File: src/rtl/yarp_pkg.sv
// rtl/yarp_pkg.sv - shared fetch types and constants for the yarp core
package yarp_pkg;

  typedef enum logic [1:0] {
    REQ  = 2'd0,
    WAIT = 2'd1,
    ERR  = 2'd2
  } fetch_state_e;

  localparam int unsigned INSTR_BYTES = 4;

endpackage

File: src/rtl/yarp_instr_buf.sv
// rtl/yarp_instr_buf.sv - single-entry valid/ready holding register with synchronous flush
module yarp_instr_buf (
  input  logic        clk,
  input  logic        reset_n,
  input  logic        flush,
  input  logic        in_tvalid,
  input  logic [63:0] in_tdata,
  output logic        out_tvalid,
  output logic [63:0] out_tdata,
  input  logic        out_tready
);

  // A flush wins over a same-cycle load so a wrong-path response never lands
  always_ff @(posedge clk) begin
    if (!reset_n) begin
      out_tvalid <= 1'b0;
      out_tdata  <= '0;
    end else if (flush) begin
      out_tvalid <= 1'b0;
    end else if (in_tvalid) begin
      out_tvalid <= 1'b1;
      out_tdata  <= in_tdata;
    end else if (out_tready) begin
      out_tvalid <= 1'b0;
    end
  end

endmodule

File: src/rtl/yarp_fetch_ctrl.sv
// rtl/yarp_fetch_ctrl.sv - PC owner and one-outstanding instruction fetch with branch redirect
// Optional misaligned-target trap enabled by YARP_FETCH_MISALIGN_CHK_EN.
module yarp_fetch_ctrl
  import yarp_pkg::*;
#(
  parameter logic [31:0] RESET_PC = 32'h0000_1000
) (
  input  logic        clk,
  input  logic        reset_n,
  input  logic        branch_taken_i,
  input  logic [31:0] branch_target_i,
  output logic        imem_req_o,
  output logic [31:0] imem_addr_o,
  input  logic        imem_gnt_i,
  input  logic        imem_rvalid_i,
  input  logic [31:0] imem_rdata_i,
  output logic        instr_valid_o,
  output logic [31:0] instr_o,
  output logic [31:0] instr_pc_o,
  input  logic        dec_ready_i,
  output logic        fetch_misalign_o
);

  fetch_state_e state_q, state_d;
  logic [31:0]  pc_q, pc_d;
  logic [31:0]  req_pc_q, req_pc_d;
  logic         kill_q, kill_d;
  logic         misalign_q;
  logic         buf_load;
  logic [31:0]  redirect_pc;
  logic         misaligned;

`ifdef YARP_FETCH_MISALIGN_CHK_EN
  assign redirect_pc = branch_target_i;
  assign misaligned  = branch_taken_i && (branch_target_i[1:0] != 2'b00);
`else
  assign redirect_pc = branch_target_i & ~32'h3;
  assign misaligned  = 1'b0;
`endif

  // Only issue when the single buffer entry will be free, so responses never stall
  assign imem_req_o  = reset_n && (state_q == REQ) && (!instr_valid_o || dec_ready_i);
  assign imem_addr_o = pc_q;
  assign fetch_misalign_o = misalign_q;

  always_comb begin
    state_d  = state_q;
    pc_d     = pc_q;
    req_pc_d = req_pc_q;
    kill_d   = kill_q;
    buf_load = 1'b0;
    case (state_q)
      REQ: begin
        if (imem_req_o && imem_gnt_i) begin
          req_pc_d = pc_q;
          pc_d     = pc_q + 32'(INSTR_BYTES);
          kill_d   = branch_taken_i;
          state_d  = WAIT;
        end
      end
      WAIT: begin
        if (imem_rvalid_i) begin
          buf_load = !kill_q && !branch_taken_i;
          kill_d   = 1'b0;
          state_d  = REQ;
        end else if (branch_taken_i) begin
          kill_d = 1'b1;
        end
      end
      default: kill_d = 1'b0;
    endcase
    // Redirect overrides the sequential PC; a misaligned target traps instead
    if (branch_taken_i) begin
      if (misaligned) begin
        pc_d    = pc_q;
        kill_d  = 1'b0;
        state_d = ERR;
      end else begin
        pc_d = redirect_pc;
      end
    end
  end

  always_ff @(posedge clk) begin
    if (!reset_n) begin
      state_q    <= REQ;
      pc_q       <= RESET_PC;
      req_pc_q   <= RESET_PC;
      kill_q     <= 1'b0;
      misalign_q <= 1'b0;
    end else begin
      state_q    <= state_d;
      pc_q       <= pc_d;
      req_pc_q   <= req_pc_d;
      kill_q     <= kill_d;
      misalign_q <= misaligned && (state_q != ERR);
    end
  end

  yarp_instr_buf u_instr_buf (
    .clk        (clk),
    .reset_n    (reset_n),
    .flush      (branch_taken_i),
    .in_tvalid  (buf_load),
    .in_tdata   ({imem_rdata_i, req_pc_q}),
    .out_tvalid (instr_valid_o),
    .out_tdata  ({instr_o, instr_pc_o}),
    .out_tready (dec_ready_i)
  );

endmodule

File: config.mk
export PLATFORM = sky130hd
export DESIGN_NAME = yarp_fetch_ctrl
export DESIGN_NICKNAME = d
export VERILOG_FILES = /design/src/rtl/yarp_pkg.sv /design/src/rtl/yarp_instr_buf.sv /design/src/rtl/yarp_fetch_ctrl.sv
export SDC_FILE = /design/constraint.sdc
export NUM_CORES = 1
export LEC_CHECK = 0
export BUFFER_PORTS_ARGS = -buffer_cell sky130_fd_sc_hd__buf_2
export CORE_UTILIZATION = 55
export CTS_BUF_LIST = sky130_fd_sc_hd__clkbuf_8 sky130_fd_sc_hd__clkbuf_16
export DETAILED_ROUTE_END_ITERATION = 8
export HOLD_SLACK_MARGIN = 0.12
export PLACE_DENSITY = 0.84
export SLEW_MARGIN = 40
export SYNTH_ARGS = -nofsm -noshare
export SYNTH_HDL_FRONTEND = slang
export SYNTH_SLANG_ARGS = --single-unit
export TNS_END_PERCENT = 50
File: constraint.sdc
create_clock -name clk -period 4.8 [get_ports clk]
set_clock_uncertainty 0.15 [all_clocks]
set_input_delay 0 -clock clk [delete_from_list [all_inputs] [get_ports clk]]
set_output_delay 0 -clock clk [all_outputs]
set_load 0.005 [all_outputs]
==> flow_metrics.env, run 1 <==
export IMPL_drv_slew=0
export IMPL_worstSetupStartpoint="branch_taken_i"
export IMPL_max_cap_violations=0
export IMPL_ys_seq_area_frac=0.475
export IMPL_cts_sinks=125
export IMPL_drt_wl_total_mm=18.0
export IMPL_required_ps=5030
export IMPL_run_status="finished, final reports clean"
export IMPL_leakage_nw=3.24
export IMPL_grt_pass1_wl_mm=28.2
export IMPL_detail_route_wl_per_cell_um=17.5
export IMPL_async_reset_ff_frac=0
export IMPL_placed_area_um2=6070
export IMPL_postCtsSetupRepairBufs=0
export IMPL_grt_start_max_net_pins=102
export IMPL_drtIter0Drc=495
export IMPL_cp_max_fo=27
export IMPL_cp_arrival_ps=3430
export IMPL_vias=5777
export IMPL_die_width_um=99.9
export IMPL_place_ws_ps=2810
export IMPL_syn_area_um2=5270
export IMPL_ys_flop_type="dfxtp_1"
export IMPL_final_area_um2=7830
export IMPL_cts_buffers=17
export IMPL_drc=0
export IMPL_tritoncts="yes"
export IMPL_finalSetupViolCount=0
export IMPL_viasPerCell=5.63
export IMPL_gr_total_overflow=0
export IMPL_worst_slew_pin_slew_ps=768
export IMPL_cts_buffer_depth=2
export IMPL_yosysWarnings=0
export IMPL_fin_crit_sh=0.668
export IMPL_dpl_hpwl_mm=8.62
export IMPL_ys_ff_latch=125
export IMPL_clockRootBuffer="clkbuf_8"
export IMPL_start_util=0.570
export IMPL_h_tree_depth=4
export IMPL_die_area_um2=9980
export IMPL_post_cts_resized=0
export IMPL_drtAntennaViolNets=0
export IMPL_hold_buffers=116
export IMPL_clock_latency_ps=510
export IMPL_setup_slack_ps=1600
export IMPL_dpl_cell_count=876
export IMPL_grt_setup_unrepaired="false"
export IMPL_grt_pass1_vias=5827
export IMPL_cp_end_kind="register"
export IMPL_nNetsFinal=954
export IMPL_hold_start="imem_rdata_i[27]"
export IMPL_synth_most_common_cell="nand2_1"
export IMPL_crit_type="input port to register"
export IMPL_gp_congestion=0.864
export IMPL_hold_class="input port to register"
export IMPL_die_h_um=99.9
export IMPL_p_per_area_nw_per_um2=333
export IMPL_synth_distinct_cells=46
export IMPL_synth_edf_count=0
export IMPL_core_area_um2=9240
export IMPL_track_usage=0.365
export IMPL_r2r_start="imem_addr_o[8]"
export IMPL_fmax_mhz=312
export IMPL_rows=35
export IMPL_ir_drop_uv=246
export IMPL_clk_pin_slew_worst_paths_ps=60
export IMPL_drive_above_1_share=0.238
export IMPL_slew_headroom=0.483
export IMPL_yosysTopAreaCell="dfxtp_1"
export IMPL_antenna_found_initial=1
export IMPL_pin_count=169
export IMPL_yosysTopAreaCellShare=0.475
export IMPL_avgSynthCellArea_um2=8.41
export IMPL_yosys_top_cells_area="dfxtp_1, nand2_1, a21boi_0"
export IMPL_netlist_instances=627
export IMPL_layout_cells_non_filler=1026
export IMPL_critPathLaunchType="input port"
export IMPL_io_buffers=161
export IMPL_fin_tns_setup_ps=0
export IMPL_hold_worst_slack_ps=140
export IMPL_area_growth_pct=48.6
export IMPL_fin_crit_ps=3200
export IMPL_nFillCells=485
export IMPL_yosys_top_cells_count="nand2_1, dfxtp_1, a21boi_0"
export IMPL_detail_route_first_pass_iterations=5
export IMPL_hold_violations=0
-- worst max-delay path: stages --
cell and delay, ps:
dlygate4sd3_1 530, buf_2 300, clkinv_1 650, buf_4 480, o21ai_0 200, dlygate4sd3_1 600
a31oi_1 60, dlygate4sd3_1 610
-- area by class of cell --
cell class | instances | area (um2) | share of cell area
antenna | 1 | 2.50 | 0.000320
timing repair buffer | 281 | 2010 | 0.257
clock inverter | 15 | 160 | 0.0205
tap | 129 | 161 | 0.0206
inverter | 4 | 15.0 | 0.00192
multi-input combinational | 454 | 2560 | 0.328
clock buffer | 17 | 414 | 0.0529
sequential | 125 | 2500 | 0.320
-- cells by family (layout without fill, tap and decap cells) --
kind of cell | after synthesis | count (layout) | synth area share
DFF | 125 | 125 | 0.475
and+or+nand+nor | 274 | 274 | 0.241
buffers and inverters | 52 | 317 | 0.0439
muxes | 1 | 1 | 0.00190
AOI/OAI and AO/OA | 148 | 148 | 0.194
other | 1 | 6 | 0.000712
xor gates and xnor gates | 25 | 25 | 0.0415
adders and majority gates | 1 | 1 | 0.00237
-- layout by cell type (no fill, tap or decap), drive strengths merged, types with 2 or more instances in the layout --
| cell type | count |
|---|---|
| a21boi | 91 |
| a21oi | 17 |
| a31oi | 2 |
| and2 | 3 |
| and3 | 7 |
| and4 | 3 |
| buf | 165 |
| bufinv | 2 |
| clkbuf | 17 |
| clkinv | 7 |
| clkinvlp | 2 |
| conb | 5 |
| dfxtp | 125 |
| dlygate4sd3 | 116 |
| inv | 8 |
| nand2 | 204 |
| nand2b | 3 |
| nand3 | 11 |
| nand4 | 11 |
| nor2 | 2 |
| nor2b | 3 |
| nor3 | 10 |
| nor4 | 7 |
| o211a | 7 |
| o21a | 2 |
| o21ai | 26 |
| or3 | 6 |
| xnor2 | 17 |
| xor2 | 8 |
-- flip-flops by register name (all words and copies together) (netlist names) --
signal / cells
kill_q: 1
req_pc_q: 30
state_q: 1
imem_addr_o: 30
u_instr_buf.out_tvalid: 1
u_instr_buf.out_tdata: 62
-- routing by layer --
metal	vias up	GRT usage	part of all wire
li1	2613	-	-
met1	2661	0.408	0.37
met2	393	0.624	0.49
met3	110	0.100	0.089
met4	0	0.213	0.051
met5	-	0	0
-- final timing paths --
check / to / slack [ps] / cells after the start
worst max-delay path: imem_addr_o[31] / 1600 / 8
worst min-delay path: u_instr_buf.out_tdata[59] / 140 / 4
worst max register to register: imem_addr_o[29] / 1810 / 6
worst min register to register: u_instr_buf.out_tdata[46] / 310 / 2
-- through the flow --
stage / power [mW] / util
3_5_place_dp: 1.29 / 0.657
6_report: 2.61 / 0.847
3_3_place_gp: 1.28 / 0.656
2_1_floorplan: 1.22 / -
5_1_grt: 2.69 / 0.847
4_1_cts: 2.58 / 0.845
-- power by group --
group / total (mW) / switching (mW) / leakage (nW) / internal (mW)
sequential: 1.11 / 0.0432 / 1.02 / 1.07
clock: 1.23 / 0.488 / 0.280 / 0.745
combinational: 0.261 / 0.117 / 1.94 / 0.144
Note: power is estimated with default switching activity, not from simulation.
==> inputs of run 2 (changes only) <==
Settings changed: CORE_UTILIZATION 55 to 46, PLACE_DENSITY 0.84 to 0.75.
Clock period 4.8 ns to 2.58 ns, I/O delays scaled along.
==> flow_metrics.env, run 2 (synthesized netlist as in run 1, its figures left out) <==
export IMPL_antenna_found_initial=0
export IMPL_drv_slew=0
export IMPL_detail_route_first_pass_iterations=7
export IMPL_drt_wl_total_mm=14.9
export IMPL_r2r_slack_ps=70
export IMPL_viasPerCell=5.18
export IMPL_max_cap_violations=0
export IMPL_cts_buffers=17
export IMPL_grt_start_max_net_pins=118
export IMPL_gp_congestion=0.855
export IMPL_pin_count=169
export IMPL_multi_input_area_um2=2570
export IMPL_leakage_nw=3.14
export IMPL_largest_register_ffs=62
export IMPL_cp_buffers_inverters=1
export IMPL_fmax_mhz=398
export IMPL_combPwrFrac=0.087
export IMPL_nNetsFinal=927
export IMPL_drtAntennaViolNets=0
export IMPL_nFillCells=852
export IMPL_hold_worst_slack_ps=199
export IMPL_max_stage_delay_ps=570
export IMPL_crit_type="register to register"
export IMPL_tritoncts="yes"
export IMPL_core_area_um2=11000
export IMPL_fin_crit_ps=2510
export IMPL_hold_violations=0
export IMPL_critPathLaunchType="register"
export IMPL_worstPathCellList="nand4_2 -> or3_4 -> nor4_1 -> xnor2_1 -> o21ai_1 -> dlygate4sd3_1"
export IMPL_placed_area_um2=6110
export IMPL_seqCellArea_um2=2500
export IMPL_clk_pin_slew_worst_paths_ps=60
export IMPL_cp_arrival_ps=2660
export IMPL_slowest_stage="dlygate4sd3_1"
export IMPL_area_growth_pct=44.0
export IMPL_hold_start="branch_target_i[8]"
export IMPL_final_area_um2=7590
export IMPL_diodes=0
export IMPL_p_per_area_nw_per_um2=641
export IMPL_mostFrequentLayoutCells="nand2_1, buf_2, dfxtp_1, a21boi_0, dlygate4sd3_1"
export IMPL_r2r_start="imem_addr_o[4]"
export IMPL_worst_slew_pin_slew_ps=721
export IMPL_top_register="u_instr_buf.out_tdata"
export IMPL_cp_top_family="simple AND/OR/NAND/NOR gates"
export IMPL_grt_pass1_wl_mm=23.9
export IMPL_dpl_hpwl_mm=8.86
export IMPL_rr_worst_depth=6
export IMPL_die_h_um=109
export IMPL_clockRootBuffer="clkbuf_16"
export IMPL_vias=5227
export IMPL_fin_crit_sh=0.975
export IMPL_gr_total_overflow=0
export IMPL_p_int_mw=3.80
export IMPL_io_buffers=161
export IMPL_start_util=0.480
export IMPL_grt_pass1_vias=5021
export IMPL_cts_buffer_depth=2
export IMPL_mostFrequentLayoutCell="nand2_1"
export IMPL_h_tree_depth=4
export IMPL_drtIter0Drc=290
export IMPL_clock_latency_ps=410
export IMPL_p_seq_frac=0.423
export IMPL_finalSetupViolCount=0
export IMPL_postCtsSetupRepairBufs=0
export IMPL_p_sw_mw=1.07
export IMPL_die_area_um2=11900
export IMPL_detail_route_wl_per_cell_um=14.8
export IMPL_required_ps=2730
export IMPL_power_frac_clock=0.490
export IMPL_hold_path_end="imem_addr_o[8]"
export IMPL_power_switching_share=0.220
export IMPL_drc=0
export IMPL_cp_end_kind="register"
export IMPL_run_status="finished, final reports clean"
export IMPL_hold_class="input port to register"
export IMPL_rows=38
export IMPL_whs_path_depth=3
export IMPL_r2r_end="imem_addr_o[29]"
export IMPL_track_usage=0.262
export IMPL_ir_drop_uv=416
export IMPL_cp_max_fo=5
export IMPL_slew_headroom=0.519
export IMPL_die_width_um=109
export IMPL_drive_above_1_share=0.245
export IMPL_cts_sinks=125
[run 2: worst register-to-register path, cell delays in order (launching register included)]
cell	delay [ps]
dfxtp_1	430
nand4_2	170
or3_4	410
nor4_1	400
xnor2_1	180
o21ai_1	100
dlygate4sd3_1	570
[run 2: layout make-up]
type	instances	area share
Tap cell	140	0.0231
Timing Repair Buffer	254	0.228
Multi-Input combinational cell	454	0.339
Sequential cell	125	0.330
Inverter	4	0.00198
Clock inverter	12	0.0170
Clock buffer	20	0.0615
[run 2: power by group through the flow]
stage | registers [mW] | logic [mW] | clock network (mW)
2_1_floorplan | 2.08 | 0.177 | 0
3_3_place_gp | 2.09 | 0.295 | 0
3_5_place_dp | 2.10 | 0.304 | 0
4_1_cts | 2.06 | 0.411 | 2.41
5_1_grt | 2.07 | 0.463 | 2.50
6_report | 2.06 | 0.423 | 2.38
[run 2: layer usage]
layer | vias up | global-route usage | part of all wire
met5 | - | 0 | 0
met1 | 2434 | 0.321 | 0.43
met4 | 0 | 0.115 | 0.025
met2 | 196 | 0.434 | 0.49
met3 | 41 | 0.0640 | 0.056
li1 | 2556 | - | -
[run 2: how the worst max path moves through the flow]
stage / start / slack [ps] / end / cells past startpoint
finish: imem_addr_o[4] / 70 / imem_addr_o[29] / 6
floorplan: imem_addr_o[2] / 800 / imem_addr_o[28] / 7
detailed placement: imem_addr_o[5] / 610 / imem_addr_o[30] / 5
global route: imem_addr_o[8] / -30 / imem_addr_o[29] / 6
global placement: state_q[0] / 590 / u_instr_buf.out_tdata[22] / 4
CTS: imem_addr_o[2] / 90 / imem_addr_o[12] / 7
[run 2: what timing repair did]
| action | in CTS | in global routing |
|---|---|---|
| hold endpoints to repair | 94 | 0 |
| gates resized for setup | 0 | 4 |
| endpoints found under the setup margin | 0 | 6 |
| hold buffers | 87 | 0 |
[run 2: per-stage QoR]
| stage | TNS (ps) | worst slack [ps] | std cells | total power [mW] | utilization |
|---|---|---|---|---|---|
| after CTS | 0 | 92.7 | 1009 | 4.88 | 0.690 |
| final | 0 | 65.7 | 1009 | 4.87 | 0.691 |
| after global placement | 0 | 594 | 890 | 2.39 | 0.556 |
| after global routing | -26.7 | -26.7 | 1009 | 5.03 | 0.691 |
| after floorplan | 0 | 805 | 631 | 2.26 | - |
| after detailed placement | 0 | 606 | 890 | 2.40 | 0.556 |
==> inputs of run 3 (changes only) <==
Settings changed: CORE_UTILIZATION 46 to 51, PLACE_DENSITY 0.75 to 0.79.
Clock period 2.58 ns to 2.8 ns, I/O delays scaled along.
==> flow_metrics.env, run 3 (synthesized netlist as in run 1, its figures left out) <==
export IMPL_run_status="finished, final reports clean"
export IMPL_hold_class="input port to register"
export IMPL_mostFrequentLayoutCell="nand2_1"
export IMPL_diodes=0
export IMPL_drc=0
export IMPL_grt_start_max_net_pins=107
export IMPL_tritoncts="yes"
export IMPL_finalSetupViolCount=0
export IMPL_p_total_mw=4.34
export IMPL_antenna_found_initial=0
export IMPL_drtAntennaViolNets=0
export IMPL_clock_latency_ps=520
export IMPL_start_util=0.532
export IMPL_worst_slew_pin_slew_ps=668
export IMPL_p_seq_frac=0.439
export IMPL_largest_register_ffs=62
export IMPL_core_area_um2=9910
export IMPL_drtIter0Drc=474
export IMPL_max_cap_violations=0
export IMPL_viasPerCell=5.30
export IMPL_top_register="u_instr_buf.out_tdata"
export IMPL_mostFrequentLayoutCells="nand2_1, buf_2, dfxtp_1, dlygate4sd3_1, a21boi_0"
export IMPL_leakage_nw=3.21
export IMPL_cp_arrival_ps=2990
export IMPL_combPwrFrac=0.097
export IMPL_vias=5427
export IMPL_dpl_hpwl_mm=8.66
export IMPL_gr_total_overflow=0
export IMPL_track_usage=0.294
export IMPL_power_frac_clock=0.464
export IMPL_p_int_mw=3.35
export IMPL_power_switching_share=0.229
export IMPL_cp_end_kind="register"
export IMPL_area_growth_pct=47.5
export IMPL_required_ps=3060
export IMPL_grt_setup_unrepaired="false"
export IMPL_p_per_area_nw_per_um2=558
export IMPL_die_area_um2=10700
export IMPL_cts_buffers=17
export IMPL_fin_crit_sh=0.975
export IMPL_grt_pass1_wl_mm=25.3
export IMPL_clockRootBuffer="clkbuf_8"
export IMPL_detail_route_first_pass_iterations=5
export IMPL_ir_drop_uv=319
export IMPL_gp_congestion=0.861
export IMPL_crit_type="register to register"
export IMPL_pin_count=169
export IMPL_postCtsSetupRepairBufs=0
export IMPL_fin_tns_setup_ps=0
export IMPL_die_h_um=104
export IMPL_cts_sinks=125
export IMPL_drv_slew=0
export IMPL_detail_route_wl_per_cell_um=15.4
export IMPL_drt_wl_total_mm=15.8
export IMPL_grt_pass1_vias=5204
export IMPL_place_ws_ps=820
export IMPL_critPathLaunchType="register"
export IMPL_rows=36
export IMPL_io_buffers=161
export IMPL_slew_headroom=0.555
export IMPL_setup_slack_ps=70.3
export IMPL_cts_buffer_depth=2
export IMPL_fmax_mhz=366
export IMPL_r2r_slack_ps=70
export IMPL_drive_above_1_share=0.236
export IMPL_die_width_um=104
export IMPL_clk_pin_slew_worst_paths_ps=60
export IMPL_hold_violations=0
export IMPL_p_sw_uw=991
export IMPL_cp_max_fo=6
export IMPL_fin_crit_ps=2730
export IMPL_h_tree_depth=4
export IMPL_nNetsFinal=951
export IMPL_fin_util=0.784
==> run 3: cell count changes in the layout (fill, tap and decap cells not counted), sizes merged <==
cell | previous run | this run
buf | 167 | 165
bufinv | 3 | 1
clkbuf | 20 | 22
clkinvlp | 0 | 2
dlygate4sd3 | 87 | 113
inv | 8 | 4
==> run 3: final timing paths <==
| path | endpoint | depth (start not counted) | from |
|---|---|---|---|
| min reg2reg | u_instr_buf.out_tdata[10] | 2 | u_instr_buf.out_tdata[10] |
| max | imem_addr_o[27] | 6 | imem_addr_o[10] |
| min | u_instr_buf.out_tdata[33] | 4 | imem_rdata_i[1] |
| max reg2reg | imem_addr_o[27] | 6 | imem_addr_o[10] |
==> run 3: power by group through the flow <==
stage                     Combinational (mW)  Clock [mW]  Sequential [mW]
final                                  0.422        2.01             1.90
after global routing                   0.457        2.12             1.91
after CTS                              0.401        2.02             1.90
after detailed placement               0.274           0             1.93
after global placement                 0.268           0             1.93
after floorplan                        0.163           0             1.92
==> run 3: through the flow <==
stage               std cells  instance area [um2]  hold WS (ps)
floorplan                 631                 5290         -12.2
global placement          881                 6080          73.4
detailed placement        881                 6080          76.3
CTS                      1023                 7750           121
global route             1024                 7770           135
finish                   1024                 7770           132
==> run 3: what timing repair did <==
item                                    CTS  global route
resized for setup                         0             1
hold buffers                            112             1
endpoints found under the hold margin    95             2
endpoints found under the setup margin    0             5
==> run 3: metal layers <==
metal	part of all wire	global-route usage
met1	0.42	0.362
met2	0.48	0.480
met3	0.067	0.0743
met4	0.035	0.145
met5	0	0
==> run 3: cell type report <==
class	count	area (um2)
clock buffers	22	483
flip-flops and latches	125	2500
fillers	640	2140
multi-input cells	454	2560
repair buffers	278	1970
well taps	133	166
inverters	4	18.8
clock inverters	8	66.3
==> run 3: worst max-delay path: stages, from the launching register on <==
cell           delay [ps]
dfxtp_1               480
and4_1                410
nand4_1               250
nor4_1                490
xnor2_1               200
o21ai_1                80
dlygate4sd3_1         560
